<file path="config.mk">
export PLATFORM = sky130hd
export DESIGN_NAME = snail_hit_counter
export DESIGN_NICKNAME = d
export VERILOG_FILES = /design/src/rtl/snail_hit_counter.sv
export SDC_FILE = /design/constraint.sdc
export NUM_CORES = 1
export LEC_CHECK = 0
export ABC_AREA = 1
export BUFFER_PORTS_ARGS = -buffer_cell sky130_fd_sc_hd__buf_4
export CORE_MARGIN = 2
export CORE_UTILIZATION = 45
export CTS_CLUSTER_SIZE = 40
export DETAILED_ROUTE_END_ITERATION = 7
export PLACE_DENSITY = 0.63
export SYNTH_ARGS = -nofsm -noshare
export SYNTH_HDL_FRONTEND = slang
export SYNTH_SLANG_ARGS = --single-unit
</file>
<file path="constraint.sdc">
create_clock -name clk -period 3.44 [get_ports clk]
set_clock_uncertainty 0.05 [all_clocks]
set_input_delay 0.344 -clock clk [delete_from_list [all_inputs] [get_ports clk]]
set_output_delay 0.344 -clock clk [all_outputs]
set_load 0.01 [all_outputs]
</file>
<file path="src/rtl/snail_hit_counter.sv">
// Two BCD hit counters (Moore / Mealy) with a 4-digit multiplexed seven-segment scan.
// Define SNAIL_HIT_SATURATE_EN to make the counters stop at 99 instead of wrapping.
module snail_hit_counter #(
   parameter int unsigned clk_mhz = 50,
   parameter int unsigned w_digit = 8,
   parameter int unsigned scan_hz = 1000
) (
   input  logic               clk,
   input  logic               rst,
   input  logic               en,
   input  logic               moore_y,
   input  logic               mealy_y,
   input  logic               clr,
   output logic [7:0]         moore_cnt,
   output logic [7:0]         mealy_cnt,
   output logic [7:0]         abcdefgh,
   output logic [w_digit-1:0] digit
);

   localparam int unsigned scan_div = clk_mhz * 1_000_000 / scan_hz;
   localparam int unsigned scan_w   = (scan_div > 1) ? $clog2(scan_div) : 1;
   localparam logic [scan_w-1:0] scan_last = scan_w'(scan_div - 1);

`ifdef SNAIL_HIT_SATURATE_EN
   localparam bit saturate = 1'b1;
`else
   localparam bit saturate = 1'b0;
`endif

   logic [scan_w-1:0] scan_cnt;
   logic [1:0]        sel;
   logic              tick_c;
   logic [1:0]        sel_nxt_c;
   logic [3:0]        nibble_c;

   function automatic logic [7:0] bcd_inc(input logic [7:0] v);
      logic [7:0] r;
      r = v;
      if (saturate && v == 8'h99) begin
         r = v;
      end else if (v[3:0] == 4'd9) begin
         r[3:0] = 4'd0;
         r[7:4] = (v[7:4] == 4'd9) ? 4'd0 : v[7:4] + 4'd1;
      end else begin
         r[3:0] = v[3:0] + 4'd1;
      end
      return r;
   endfunction

   function automatic logic [7:0] seg7(input logic [3:0] n);
      logic [7:0] s;
      case (n)
         4'd0:    s = 8'b1111_1100;
         4'd1:    s = 8'b0110_0000;
         4'd2:    s = 8'b1101_1010;
         4'd3:    s = 8'b1111_0010;
         4'd4:    s = 8'b0110_0110;
         4'd5:    s = 8'b1011_0110;
         4'd6:    s = 8'b1011_1110;
         4'd7:    s = 8'b1110_0000;
         4'd8:    s = 8'b1111_1110;
         4'd9:    s = 8'b1111_0110;
         default: s = 8'b0000_0000;
      endcase
      return s;
   endfunction

   // Hit counters: clear wins over any hit in the same cycle
   always_ff @(posedge clk or negedge rst) begin
      if (!rst) begin
         moore_cnt <= 8'h00;
         mealy_cnt <= 8'h00;
      end else if (clr) begin
         moore_cnt <= 8'h00;
         mealy_cnt <= 8'h00;
      end else begin
         if (en && moore_y) moore_cnt <= bcd_inc(moore_cnt);
         if (en && mealy_y) mealy_cnt <= bcd_inc(mealy_cnt);
      end
   end

   // Display is built from the next sel so digit and segments switch with sel
   always_comb begin
      tick_c    = (scan_cnt == scan_last);
      sel_nxt_c = tick_c ? sel + 2'd1 : sel;
      nibble_c  = 4'd0;
      case (sel_nxt_c)
         2'd0:    nibble_c = moore_cnt[3:0];
         2'd1:    nibble_c = moore_cnt[7:4];
         2'd2:    nibble_c = mealy_cnt[3:0];
         default: nibble_c = mealy_cnt[7:4];
      endcase
   end

   always_ff @(posedge clk or negedge rst) begin
      if (!rst) begin
         scan_cnt <= '0;
         sel      <= 2'd0;
         digit    <= w_digit'(1);
         abcdefgh <= 8'b1111_1100;
      end else begin
         scan_cnt <= tick_c ? '0 : scan_cnt + scan_w'(1);
         sel      <= sel_nxt_c;
         digit    <= w_digit'(1) << sel_nxt_c;
         abcdefgh <= seg7(nibble_c);
      end
   end

endmodule

</file>
==> results of run 1 <==
layout make-up:
type / count / area, µm² / area share [%]
multi-input combinational: 219 / 1230 / 41.3
sequential: 45 / 1130 / 38.1
timing repair buffer: 32 / 240 / 8.07
inverter: 51 / 194 / 6.51
clock buffer: 8 / 90.1 / 3.03
tap: 72 / 90.1 / 3.03
state kept, by name, indices dropped and copies added, names as in the netlist:
name,flops
scan_cnt,16
mealy_cnt,8
moore_cnt,8
abcdefgh,7
digit,4
sel,2
per-stage QoR:
step                instance area (µm²)  power, W  worst slack (ns)  hold slack (ns)  utilization (%)
global placement                   2890   0.00106              1.10            0.333             52.4
floorplan                          2590  0.000903              1.26         -0.00159                -
finish                             2980   0.00138              1.00          -0.0282             54.1
detailed placement                 2890   0.00107             0.991            0.334             52.4
CTS                                2980   0.00141             0.960          0.00648             54.1
global route                       2980   0.00150             0.704           0.0320             54.1
metal layers:
| layer | vias to the layer above | track usage [%] |
|---|---|---|
| met5 | - | 0 |
| met4 | 0 | 5.69 |
| met3 | 5 | 3.62 |
| met2 | 39 | 26.7 |
| met1 | 933 | 23.9 |
| li1 | 1079 | - |
cells in the mapped netlist, types with 3 or more instances:
cell type / instances / area [µm²]
a21oi_1: 14 / 70.1
a31oi_1: 3 / 18.8
and3_1: 3 / 18.8
buf_4: 5 / 37.5
dfrtp_1: 38 / 951
dfstp_2: 7 / 184
ha_1: 13 / 163
inv_1: 43 / 161
inv_2: 7 / 26.3
nand2_1: 69 / 259
nand2_2: 5 / 31.3
nand2_4: 3 / 33.8
nand3_1: 21 / 105
nand4_1: 4 / 25.0
nor2_1: 37 / 139
nor2_4: 3 / 33.8
nor3_1: 8 / 40.0
o21ai_0: 6 / 30.0
o22ai_1: 4 / 25.0
kinds of logic after synthesis:
group | Yosys count
and+or+nand+nor | 165
xor gates and xnor gates | 3
adders and majority gates | 13
DFF | 45
other | 1
buffers and inverters | 56
AOI/OAI and AO/OA | 33
path summary, 6_finish.rpt:
| check | endpoint | startpoint | depth (start not counted) |
|---|---|---|---|
| setup / recovery | abcdefgh[7] | scan_cnt[0] | 18 |
| hold / removal | scan_cnt[6] | rst | 1 |
| setup reg to reg | abcdefgh[7] | scan_cnt[0] | 18 |
| hold reg to reg | scan_cnt[0] | scan_cnt[0] | 1 |
| max in group asynchronous | digit[0] | rst | 1 |
| min in group clk | mealy_cnt[0] | clr | 4 |
report_power, final:
part	total [W]	internal, W	switching [W]
combinational	0.000377	0.000169	0.000208
sequential	0.000672	0.000610	0.0000618
clock	0.000335	0.000164	0.000171
total	0.00138	0.000943	0.000440
worst max-delay path, delay by kind of cell, from the launching register on:
family	cells	cell delay, ns
adders and majority gates	2	0.42
buffers and inverters	3	0.28
and+or+nand+nor	13	1.24
DFF	1	0.38
==> out/results.ini, run 1 <==
[run_status]
status=finished, violations left
violations=negative hold slack

[finish]
diodes=0
drive_gt1_share_pct=21.1
fill_cells=543
mostFrequentLayoutCells=nand2_1, inv_1, dfrtp_1
instances_no_fill=427
final_common_cell=nand2_1
layout.nets=373
area_delta_synth_final_pct=15.4

[synth]
synth_xor_xnor_area_share_pct=1.02
ys_types=37
syn_avg_cell_area_um2=8.16
synthesis.area_um2=2580
synth_fa_ha_area_share_pct=6.30
ys_seq_area_share_pct=44.0
ys_seq_elements=45
synthCells=316
async_reset_ff_share_pct=100
synth_flop_cell=dfrtp_1
synthSimpleGateAreaFrac_pct=31.8
synth_compound_area_share_pct=7.76
synth.area.mux_share_pct=0
ys_warn_count=0
synth_edf_count=0
synth_top_family_by_area=simple AND/OR/NAND/NOR gates

[sta]
fin_setup_tns_ns=0
finalHoldViolCount=9
max_freq_mhz=410
slew-limit-headroom_pct=61.6
period_share_pct=70.9
final_max_slew_viol_count=0
whs_ns=-0.0282
rsz0062_at_grt=false
setup_violations=0
worstMarginPinSlew_ns=0.577
period_needed_ns=2.44

[critical_path]
cp.required_ns=3.63
crit_chain=ha_1, nand3_2, nor2_4, nand2_4, nand2_4, nand2_8, inv_4, nand2_4, nand2_1, nor2_1, nor2_1, inv_1, ha_1, inv_1, nand3_1, nand2_1, nand2_1, nand2_1
arrival_ns=2.63
cp_common_cell=nand2_1
crit_path_top_delay_cell=dfrtp_1
slowest_delay_ns=0.38
cp_max_fo=9
critPathCaptureType=register
r2r_slack_ns=1.0
critPathLaunchType=register
criticalPathCategory=reg -> reg

[global_routing]
grt_max_degree=46
grt_pass1_wl_um=8510
grtUsageTotal_pct=17.2
grt_pass1_vias=1856
overflow=0
antenna_found_initial=0

[placed_design]
dp.final_hpwl_um=3740
portBuffers=32
routabilityCongestion=0.793
place_inst=419

[detailed_routing]
wl_met2_um=2230
routed.top_layer=met4
drc=0
dr.pass1.iters=4
vias=2056
wl_met1_um=2360
routedWlPerCell_um=11.3
routed_wirelength_um=4830
via_per_inst=4.81
dr.first_iter.drc_count=86
wl_met3_um=199
ant_nets=0

[power]
p_leak_nw=1.56
power-per-cell-area_nw_per_um2=465
ir_drop_v=0.000310

[cts]
cts.path.max_buffers=2
cts-buffers-inserted=5
cts_max_level=2
cts_tree=built
cts_resized=0
postCtsSetupBuffers=0
clkSinkCount=45
holdBufCountCts=0
clkTransAtPathRegs_ns=0.08
cts_root_buffer=clkbuf_8
clk_latency_ns=0.29

[worst_hold_path]
hp-class=in -> async

[floorplan]
dieHeight_um=79.7
rows=27
start_util_pct=46.9
ios=38
core_um2=5510
die_x_um=79.7
die_area_um2=6360

[flow_run]
cap_violations=0

Note: power is estimated with default switching activity, not from simulation.
==> run 2, diff against run 1 <==
- ABC_AREA: 1 -> 0
- clock period: 3.44 -> 2.4 ns (I/O delays scaled with it)
==> run 2 against run 1 <==
Effect of this change: the run ends with negative setup slack left; die area about the same; wire length up 16%; total power up 30%; critical path depth down 9; cell area up 12%; combinational power down 28%; global-route usage up 1.8 points; worst setup slack worse by 1.1 ns; sequential share of layout area down 4.2 points; register-to-register slack worse by 1.1 ns; highest routed layer unchanged.
==> out/results.ini, run 2 <==
[finish]
final_common_cell=buf_4
regMostFlops=scan_cnt
reg_top3=scan_cnt x16, mealy_cnt x8, moore_cnt x8
drive_gt1_share_pct=33.1
layout.nets=344
diodes=0
fin_util_pct=60.8
fill_cells=487
design_area_um2=3350
largest_register_ffs=16
mostFrequentLayoutCells=buf_4, dfrtp_1, nand2_1
area_delta_synth_final_pct=29.8

[synth]
async_reset_ff_share_pct=100
synthesis.area_um2=2580
synthCells=259
synth_top_area_share_pct=36.8
ys_seq_area_share_pct=44.0
synth_edf_count=0
ys_seq_elements=45
post-synth-top-count-cell=dfrtp_1
synth_commonest_cells=dfrtp_1, nand2_1, nor2_1
synth.largest_area_cell=dfrtp_1
synth_flop_cell=dfrtp_1
ys_warn_count=0
yosys-top-cells-area=dfrtp_1, dfstp_2, ha_1
syn_avg_cell_area_um2=9.97
ys_types=46

[detailed_routing]
routed_wirelength_um=5600
routedWlPerCell_um=14.1
vias=2113
dr.pass1.iters=4
ant_nets=0
drc=0
via_per_inst=5.31
dr.first_iter.drc_count=76

[sta]
period_needed_ns=2.51
final_max_slew_viol_count=0
slew-limit-headroom_pct=63.2
rsz0062_at_grt=true
worstMarginPinSlew_ns=0.551
period_share_pct=105
finalHoldViolCount=0
post-route-worst-setup-slack_ns=-0.114
max_freq_mhz=398
whs_ns=0.137
setup_violations=7

[cts]
cts_max_level=2
clkSinkCount=45
clk_latency_ns=0.30
cts.path.max_buffers=2
clkTransAtPathRegs_ns=0.09
cts_root_buffer=clkbuf_8
cts_tree=built
cts-buffers-inserted=5

[floorplan]
start_util_pct=46.9
die_x_um=79.7
die_area_um2=6360
core_um2=5510
ios=38
dieHeight_um=79.7
rows=27

[critical_path]
critPathCaptureType=register
crit_chain=ha_2, and3_4, nand4_1, buf_6, buf_4, mux2i_1, mux4_2, o21bai_4, o221ai_1
criticalPathCategory=reg -> reg
cp_max_fo=7
critPathLaunchType=register
crit_buf_inv=2
cp.required_ns=2.56
crit_family=multiplexers
arrival_ns=2.67
crit_path_top_delay_cell=mux4_2
slowest_delay_ns=0.58

[global_routing]
antenna_found_initial=0
overflow=0
grtUsageTotal_pct=18.9
grt_max_degree=46
grt_pass1_vias=2046
grt_pass1_wl_um=9470

[flow_run]
cap_violations=0

[placed_design]
place_worst_setup_slack_ns=-0.145
dpl_cell_area_um2=3100
portBuffers=32
routabilityCongestion=0.775
dp.final_hpwl_um=4040

[worst_hold_path]
hp-class=in -> reg

[run_status]
violations=negative setup slack
status=finished, violations left

[power]
ir_drop_v=0.000362
power.total_w=0.00180
p_leak_nw=1.60
power-per-cell-area_nw_per_um2=537

## run 2: cell types whose count changed after synthesis, sizes merged, moves of 6 or more
cell	previous run	this run
o21ai	8	15
nor2	43	20
mux2i	0	10
nand2	78	27
xor2	1	10
inv	51	9
nor2b	0	6
nand3	24	13
## run 2: worst paths after layout
kind / start / end / slack (ns) / depth (start not counted)
min: clr / mealy_cnt[6] / 0.14 / 2
min in group asynchronous: rst / scan_cnt[10] / 0.42 / 2
max reg2reg: scan_cnt[0] / abcdefgh[1] / -0.11 / 9
min reg2reg: scan_cnt[12] / scan_cnt[12] / 0.46 / 1
max in group asynchronous: rst / abcdefgh[3] / 1.50 / 2
max: scan_cnt[0] / abcdefgh[1] / -0.11 / 9
## run 2: kinds of logic (layout without fill, tap and decap cells)
kind of cell    Yosys count  after routing  synth area share (%)
simple gates             99             99                  19.8
compound gates           46             46                  12.0
flops                    45             45                  44.0
buf+inv                  22             85                  4.70
xor+xnor                 17             17                  5.77
mux                      16             16                  7.37
fa+ha+maj                13             13                  6.30
other cells               1              5                 0.145
## run 2: what timing repair did
action,4_1_cts,5_1_grt
hold buffers,1,0
cloned,0,1
hold endpoints to repair,38,0
resized for setup,7,14
setup endpoints to repair,7,7
pin swaps,4,6
buffers inserted,2,1
## run 2: per-layer routing
| metal | routed length, µm | GRT usage (%) | share of wire, % |
|---|---|---|---|
| met2 | 2690 | 31.7 | 48 |
| met1 | 2640 | 25.0 | 47 |
| met3 | 210 | 3.62 | 3.8 |
| met4 | 61 | 5.42 | 1.1 |
| met5 | 0 | 0 | 0 |
## run 2: stage by stage
| stage | TNS, ns | cells |
|---|---|---|
| final | -0.557 | 398 |
| after global routing | -1.21 | 398 |
| after CTS | -0.554 | 396 |
| after detailed placement | -0.543 | 385 |
| after global placement | -0.252 | 385 |
| after floorplan | -0.913 | 263 |
## run 2: report_power, final
group          total [W]  switching [W]  leakage, nW  internal [W]
registers       0.000857      0.0000541        0.582      0.000802
clock network   0.000673       0.000259       0.0681      0.000413
logic           0.000270       0.000136        0.948      0.000134
## run 2: area by class of cell
class                      count  area (µm²)  share of cell area, %
multi-input combinational    196        1430                   42.7
sequential                    45        1130                   33.9
timing repair buffer          68         524                   15.7
tap                           72        90.1                   2.69
clock buffer                   5        68.8                   2.05
clock inverter                 3        65.1                   1.94
inverter                       9        36.3                   1.08
## run 2: worst reg2reg max path, delay by kind of cell, from the launching register on
family,cells,cell delay [ns]
AO/OA/AOI/OAI,2,0.46
adder cells (fa/ha/maj),1,0.19
buffers and inverters,2,0.31
flip-flops,1,0.38
multiplexers,2,0.69
AND/OR/NAND/NOR,2,0.35
